===== config.mk =====
export PLATFORM = sky130hd
export DESIGN_NAME = vga_sync_gen
export DESIGN_NICKNAME = d
export VERILOG_FILES = /design/src/rtl/vga_pkg.sv /design/src/rtl/sync_delay_line.sv /design/src/rtl/vga_sync_gen.sv
export SDC_FILE = /design/constraint.sdc
export NUM_CORES = 1
export LEC_CHECK = 0
export ABC_AREA = 1
export BUFFER_PORTS_ARGS = -buffer_cell sky130_fd_sc_hd__buf_4
export CAP_MARGIN = 25
export CORE_MARGIN = 5
export CORE_UTILIZATION = 55
export CTS_BUF_LIST = sky130_fd_sc_hd__clkbuf_8 sky130_fd_sc_hd__clkbuf_16
export DETAILED_ROUTE_END_ITERATION = 8
export MAX_ROUTING_LAYER = met4
export PLACE_DENSITY = 0.83
export SYNTH_ARGS = -nofsm -noshare
export SYNTH_HDL_FRONTEND = slang
export SYNTH_SLANG_ARGS = --single-unit

===== constraint.sdc =====
create_clock -name i_Clk -period 3.8 [get_ports i_Clk]
set_clock_uncertainty 0.05 [all_clocks]
set_input_delay 0.76 -clock i_Clk [delete_from_list [all_inputs] [get_ports i_Clk]]
set_output_delay 0.76 -clock i_Clk [all_outputs]
set_load 0.005 [all_outputs]

===== src/rtl/vga_pkg.sv =====
// Shared VGA timing constants, sync polarity, colour width and the colour-bar helpers
// used by vga_sync_gen and its delay line.
package vga_pkg;

  localparam int CNT_W   = 10;
  localparam int COLOR_W = 4;

  localparam int DEF_TOTAL_COLS    = 800;
  localparam int DEF_TOTAL_ROWS    = 525;
  localparam int DEF_ACTIVE_COLS   = 640;
  localparam int DEF_ACTIVE_ROWS   = 480;
  localparam int DEF_H_FRONT_PORCH = 16;
  localparam int DEF_H_SYNC_PULSE  = 96;
  localparam int DEF_H_BACK_PORCH  = 48;
  localparam int DEF_V_FRONT_PORCH = 10;
  localparam int DEF_V_SYNC_PULSE  = 2;
  localparam int DEF_V_BACK_PORCH  = 33;
  localparam int DEF_VIDEO_LATENCY = 2;

  // Level driven on HSync/VSync during the pulse
  localparam logic SYNC_ACTIVE = 1'b0;

  typedef logic [CNT_W-1:0]   count_t;
  typedef logic [COLOR_W-1:0] color_t;

  typedef struct packed {
    logic hsync;
    logic vsync;
    logic active;
  } timing_t;

  typedef struct packed {
    color_t red;
    color_t grn;
    color_t blu;
  } rgb_t;

  // Which of the eight vertical bars a column falls in
  function automatic logic [2:0] bar_index(input count_t col, input count_t bar_w);
    logic [2:0] idx;
    idx = 3'd0;
    for (int k = 1; k < 8; k++) begin
      idx = (col >= count_t'(k) * bar_w) ? 3'(k) : idx;
    end
    return idx;
  endfunction

  function automatic rgb_t bar_colour(input logic [2:0] idx);
    rgb_t c;
    c.red = idx[0] ? 4'hF : 4'h0;
    c.grn = idx[1] ? 4'hF : 4'h0;
    c.blu = idx[2] ? 4'hF : 4'h0;
    return c;
  endfunction

endpackage


===== src/rtl/sync_delay_line.sv =====
// Parameterised-width, parameterised-depth shift register with asynchronous active-low
// reset to a configurable value; also exposes the value about to enter the last stage.
module sync_delay_line #(
  parameter int               WIDTH       = 3,
  parameter int               DEPTH       = 1,
  parameter logic [WIDTH-1:0] RESET_VALUE = '0
) (
  input  logic             clk,
  input  logic             rst_n,
  input  logic [WIDTH-1:0] din,
  output logic [WIDTH-1:0] dout,
  output logic [WIDTH-1:0] prev
);

  logic [WIDTH-1:0] stage_r [DEPTH];

  // Shift chain; every stage reloads the reset value while reset is asserted
  always_ff @(posedge clk or negedge rst_n) begin
    if (!rst_n) begin
      for (int i = 0; i < DEPTH; i++) begin
        stage_r[i] <= RESET_VALUE;
      end
    end else begin
      stage_r[0] <= din;
      for (int i = 1; i < DEPTH; i++) begin
        stage_r[i] <= stage_r[i-1];
      end
    end
  end

  assign dout = stage_r[DEPTH-1];

  // prev is what dout will show after the next edge
  generate
    if (DEPTH == 1) begin : g_prev_direct
      assign prev = din;
    end else begin : g_prev_tap
      assign prev = stage_r[DEPTH-2];
    end
  endgenerate

endmodule


===== src/rtl/vga_sync_gen.sv =====
// VGA raster counters, sync generation and blanked, latency-aligned colour output.
// Define VGA_SYNC_GEN_TEST_PATTERN_EN to replace upstream colour with eight vertical bars.
module vga_sync_gen
  import vga_pkg::*;
#(
  parameter int TOTAL_COLS    = DEF_TOTAL_COLS,
  parameter int TOTAL_ROWS    = DEF_TOTAL_ROWS,
  parameter int ACTIVE_COLS   = DEF_ACTIVE_COLS,
  parameter int ACTIVE_ROWS   = DEF_ACTIVE_ROWS,
  parameter int H_FRONT_PORCH = DEF_H_FRONT_PORCH,
  parameter int H_SYNC_PULSE  = DEF_H_SYNC_PULSE,
  parameter int H_BACK_PORCH  = DEF_H_BACK_PORCH,
  parameter int V_FRONT_PORCH = DEF_V_FRONT_PORCH,
  parameter int V_SYNC_PULSE  = DEF_V_SYNC_PULSE,
  parameter int V_BACK_PORCH  = DEF_V_BACK_PORCH,
  parameter int VIDEO_LATENCY = DEF_VIDEO_LATENCY
) (
  input  logic               i_Clk,
  input  logic               i_Rst_L,
  input  logic [COLOR_W-1:0] i_Red,
  input  logic [COLOR_W-1:0] i_Grn,
  input  logic [COLOR_W-1:0] i_Blu,
  output logic [CNT_W-1:0]   o_Col_Count,
  output logic [CNT_W-1:0]   o_Row_Count,
  output logic               o_Active,
  output logic               o_Frame_Start,
  output logic               o_HSync,
  output logic               o_VSync,
  output logic [COLOR_W-1:0] o_Red_Video,
  output logic [COLOR_W-1:0] o_Grn_Video,
  output logic [COLOR_W-1:0] o_Blu_Video
);

  generate
    if (ACTIVE_COLS + H_FRONT_PORCH + H_SYNC_PULSE + H_BACK_PORCH != TOTAL_COLS) begin : g_bad_h
      $error("vga_sync_gen: horizontal active+porches+sync does not equal TOTAL_COLS");
    end
    if (ACTIVE_ROWS + V_FRONT_PORCH + V_SYNC_PULSE + V_BACK_PORCH != TOTAL_ROWS) begin : g_bad_v
      $error("vga_sync_gen: vertical active+porches+sync does not equal TOTAL_ROWS");
    end
    if (VIDEO_LATENCY < 0 || VIDEO_LATENCY > 3) begin : g_bad_lat
      $error("vga_sync_gen: VIDEO_LATENCY must be 0..3");
    end
  endgenerate

  localparam count_t  LAST_COL      = count_t'(TOTAL_COLS - 1);
  localparam count_t  LAST_ROW      = count_t'(TOTAL_ROWS - 1);
  localparam count_t  ACT_COLS_C    = count_t'(ACTIVE_COLS);
  localparam count_t  ACT_ROWS_C    = count_t'(ACTIVE_ROWS);
  localparam count_t  H_SYNC_START  = count_t'(ACTIVE_COLS + H_FRONT_PORCH);
  localparam count_t  H_SYNC_END    = count_t'(ACTIVE_COLS + H_FRONT_PORCH + H_SYNC_PULSE);
  localparam count_t  V_SYNC_START  = count_t'(ACTIVE_ROWS + V_FRONT_PORCH);
  localparam count_t  V_SYNC_END    = count_t'(ACTIVE_ROWS + V_FRONT_PORCH + V_SYNC_PULSE);
  localparam timing_t DLY_RESET     = '{hsync: ~SYNC_ACTIVE, vsync: ~SYNC_ACTIVE, active: 1'b0};

  count_t  col_r;
  count_t  row_r;
  logic    frame_start_r;
  logic    active_s;
  timing_t raw_s;
  timing_t dly_s;
  timing_t prev_s;
  rgb_t    colour_in_s;
  rgb_t    colour_r;
  logic [1:0] unused_prev_s;

  // Free-running raster position and end-of-frame strobe
  always_ff @(posedge i_Clk or negedge i_Rst_L) begin
    if (!i_Rst_L) begin
      col_r         <= '0;
      row_r         <= '0;
      frame_start_r <= 1'b0;
    end else if (col_r == LAST_COL) begin
      col_r         <= '0;
      row_r         <= (row_r == LAST_ROW) ? count_t'(0) : row_r + count_t'(1);
      frame_start_r <= (row_r == LAST_ROW);
    end else begin
      col_r         <= col_r + count_t'(1);
      frame_start_r <= 1'b0;
    end
  end

  assign active_s = (col_r < ACT_COLS_C) && (row_r < ACT_ROWS_C);

  // Undelayed sync pulses and active flag for the current position
  always_comb begin
    raw_s        = DLY_RESET;
    raw_s.hsync  = ((col_r >= H_SYNC_START) && (col_r < H_SYNC_END)) ? SYNC_ACTIVE : ~SYNC_ACTIVE;
    raw_s.vsync  = ((row_r >= V_SYNC_START) && (row_r < V_SYNC_END)) ? SYNC_ACTIVE : ~SYNC_ACTIVE;
    raw_s.active = active_s;
  end

  sync_delay_line #(
    .WIDTH       ($bits(timing_t)),
    .DEPTH       (VIDEO_LATENCY + 1),
    .RESET_VALUE (DLY_RESET)
  ) u_sync_delay (
    .clk   (i_Clk),
    .rst_n (i_Rst_L),
    .din   (raw_s),
    .dout  (dly_s),
    .prev  (prev_s)
  );

  assign unused_prev_s = {prev_s.hsync, prev_s.vsync};

`ifdef VGA_SYNC_GEN_TEST_PATTERN_EN
  localparam count_t BAR_W    = count_t'(ACTIVE_COLS / 8);
  localparam count_t WRAP_ADJ = count_t'(TOTAL_COLS - VIDEO_LATENCY);
  localparam logic [CNT_W:0] TOTAL_COLS_W = (CNT_W+1)'(TOTAL_COLS);

  logic [CNT_W:0] pat_sum_s;
  count_t         pat_col_s;
  logic           unused_colour_s;

  // The register samples the colour for the position VIDEO_LATENCY columns behind the counters
  always_comb begin
    pat_sum_s = {1'b0, col_r} + {1'b0, WRAP_ADJ};
    if (pat_sum_s >= TOTAL_COLS_W) begin
      pat_col_s = count_t'(pat_sum_s - TOTAL_COLS_W);
    end else begin
      pat_col_s = count_t'(pat_sum_s);
    end
    colour_in_s = bar_colour(bar_index(pat_col_s, BAR_W));
  end

  assign unused_colour_s = ^{i_Red, i_Grn, i_Blu};
`else
  assign colour_in_s = '{red: i_Red, grn: i_Grn, blu: i_Blu};
`endif

  // Output colour register, blanked by the active flag aligned with the sampled colour
  always_ff @(posedge i_Clk or negedge i_Rst_L) begin
    if (!i_Rst_L) begin
      colour_r <= '0;
    end else if (prev_s.active) begin
      colour_r <= colour_in_s;
    end else begin
      colour_r <= '0;
    end
  end

  assign o_Col_Count   = col_r;
  assign o_Row_Count   = row_r;
  assign o_Active      = active_s;
  assign o_Frame_Start = frame_start_r;
  assign o_HSync       = dly_s.hsync;
  assign o_VSync       = dly_s.vsync;
  assign o_Red_Video   = colour_r.red;
  assign o_Grn_Video   = colour_r.grn;
  assign o_Blu_Video   = colour_r.blu;

endmodule

==> metrics.md <==
| Metric | Value |
|---|---|
| Classification of the worst setup path | `flip-flop to output port` |
| Simple-gate share of the synthesized area | `24.9%` |
| GR Util All Layers | `18.2%` |
| Syn-to-layout area delta | `27.4%` |
| Count leader, synth | `nand2_1` |
| Routed Wire Length | `3.69 mm` |
| TritonCTS Sinks | `41` |
| Slew Limit Fails | `0` |
| Total CTS buffers | `5` |
| Compound-Gate Fraction of Synth Area | `3.50%` |
| Leak Pwr | `1.26 nW` |
| Synth top area share | `48.0%` |
| Via count | `1463` |
| Fill cells | `254` |
| Setup violators final | `0` |
| Final hold violations | `0` |
| Synth cell count leaders | `nand2_1, dfrtp_1, inv_1, nor2_1, nand3_1` |
| CTS tree | `built` |
| CP startpoint kind | `flip-flop` |
| Syn nets | `221` |
| Layout Nets | `272` |
| Setup WS post-layout | `1510 ps` |
| Pre-Repair DR Iteration Count | `4` |
| IO buf count | `49` |
| Ys Warns | `0` |
| Fmax | `436 MHz` |
| Gpl congestion | `0.844` |
| Total congestion overflow | `0` |
| Critical Path AT | `1480 ps` |
| Worst Tran Pin Value | `493 ps` |
| RSZ-0062 raised after global routing | `no` |
| Dpl ws | `1820 ps` |
| Post-Place Cells | `293` |
| Most used DFF post-synth | `dfrtp_1` |
| Core Area | `3280 um2` |
| Flops & latches, synth | `41` |
| Vias per cell | `4.86` |
| Maximum vdd drop | `0.000194 V` |
| CTS H-Tree Depth | `2` |
| Crit-path cells | `nand2_1, nor2_1, nor4_1, buf_4` |
| Die H | `67.6 um` |
| Die Wd | `67.6 um` |
| Yosys cell types | `25` |
| Post-DP HPWL | `2.59 mm` |
| Setup Total Neg Slack | `0 ps` |
| Slew HR | `67.1%` |
| Largest net degree at the start of global routing | `42` |
| # rows | `21` |
| Final critical-path share of the clock period | `60.4%` |
| Clock latency at the later pin of the worst-skew pair | `290 ps` |
| Post-synth EDFFs | `0` |
| CP required | `2990 ps` |
| Clk buf depth | `2` |
| DR iter-0 viols | `87` |
| Initial Utilization | `55.5%` |
| Antenna diode count | `0` |
| # IOs | `50` |
| CP endpoint kind | `output port` |
| Reg clk slew, reported paths | `70 ps` |
| Post-synth ARST share | `100%` |
| First-pass GRT wire length | `5.89 mm` |
| Filler-free cell count of the finished design | `301` |
| DR DRC count | `0` |
| Cts repair resizes | `0` |
| Mux cell area share after synthesis | `0%` |
| HP Class | `flip-flop to flip-flop` |
| Root Driver | `clkbuf_8` |
| Die ar. | `4570 um2` |
| Post-synthesis cell count | `203` |
| Adder-cell share of the synthesized area | `2.75%` |
| Post-CTS Hold Buffers | `0` |
| Slowest CP cell | `dfrtp_1` |
| Wire per inst | `12.2 um` |
| Antenna violations before repair | `0` |
| # Post-CTS Setup Buffers | `0` |
| Slowest stage delay, CP | `480 ps` |
| Syn Area/Cell | `8.98 um2` |
| Max-cap violations | `0` |
| Synth top area cells | `dfrtp_1, nand2_1, dfstp_2, inv_1, nand3_1` |
| Sequential-to-total area share from yosys stat | `56.7%` |
| Critical path fanouts, max | `8` |
| Synth Area in XOR/XNOR | `2.40%` |
| Final core occ | `70.7%` |
| Share of cells above drive strength 1 | `29.0%` |
| Min cycle time layout | `2290 ps` |
| Vias in the first global route | `1320` |
| Post-Syn Area | `1820 um2` |
| Final ANT Viol Nets | `0` |
| Yosys top cell by area | `dfrtp_1` |
| Outcome | `complete, no violations` |
| Power Density | `359 nW/um2` |
| Main combinational cell family by area after synthesis | `simple AND/OR/NAND/NOR gates` |
-- sequential cells by signal, indices dropped and copies added (netlist names) --
register,count
o_Grn_Video,4
u_sync_delay.prev,3
o_Blu_Video,4
o_Row_Count,10
o_Col_Count,10
o_Red_Video,4
o_Frame_Start,1
u_sync_delay.dout,2
u_sync_delay.stage_r,3
-- per-stage QoR --
| stage | hold WS, ps | cell area (um2) | power, mW |
|---|---|---|---|
| finish | 300 | 2320 | 0.833 |
| global route | 309 | 2320 | 0.865 |
| CTS | 303 | 2320 | 0.841 |
| detailed placement | 286 | 2210 | 0.488 |
| global placement | 283 | 2210 | 0.487 |
| floorplan | 281 | 1820 | 0.458 |
-- per-layer routing --
layer | GRT usage [%] | routed length (um)
met1 | 21.2 | 1560
met2 | 28.4 | 1710
met3 | 5.99 | 359
met4 | 8.61 | 58
met5 | - | 0
-- layout make-up --
class / instances / area, um2 / area share [%]
Inverter: 36 / 135 / 5.82
Sequential cell: 41 / 1030 / 44.5
Multi-Input combinational cell: 121 / 612 / 26.3
Timing Repair Buffer: 49 / 368 / 15.8
Tap cell: 46 / 57.6 / 2.48
Clock inverter: 2 / 33.8 / 1.45
Clock buffer: 6 / 82.6 / 3.56
-- worst paths after layout --
check | startpoint | end | slack [ps] | cells past startpoint
min in group asynchronous | i_Rst_L | u_sync_delay.prev[0] | 390 | 1
setup reg to reg | o_Col_Count[0] | o_Col_Count[9] | 2130 | 8
hold / removal | u_sync_delay.stage_r[6] | u_sync_delay.prev[0] | 300 | 0
max in group asynchronous | i_Rst_L | u_sync_delay.dout[1] | 2960 | 1
hold reg to reg | u_sync_delay.stage_r[6] | u_sync_delay.prev[0] | 300 | 0
setup / recovery | o_Col_Count[7] | o_Active | 1510 | 4
-- where the power goes --
part	total, mW	switching [mW]	internal, mW	leakage (nW)
Clock	0.355	0.144	0.211	0.0626
Sequential	0.444	0.00155	0.443	0.499
Combinational	0.0338	0.0156	0.0182	0.699
Total	0.833	0.161	0.672	1.26
-- cell families after synthesis --
group,Yosys count
AND/OR/NAND/NOR,100
buffers and inverters,41
adder cells (fa/ha/maj),4
AO/OA/AOI/OAI,12
XOR/XNOR,5
flip-flops,41
-- critical path: cells and delay by family, from the launching register on --
kind          cells  cell delay [ps]
buf+inv           1              190
simple gates      3              540
flops             1              480
-- cells in the final DEF, fill, tap and decap left out --
master,n
nand2_2,1
nand3b_1,1
nand4_1,8
nand2_1,49
a21oi_1,3
nor2_2,4
ha_1,4
dfstp_2,6
a31o_2,1
nand3_1,12
inv_1,34
nor2_4,1
inv_2,3
dfrtp_1,35
or2_2,1
buf_4,49
xor2_1,3
nor4_1,2
o21ai_0,8
bufinv_16,1
clkbuf_8,6
nor2_1,15
nand3_2,1
nor3_1,5
xnor2_1,2
Note: power is estimated with default switching activity, not from simulation.
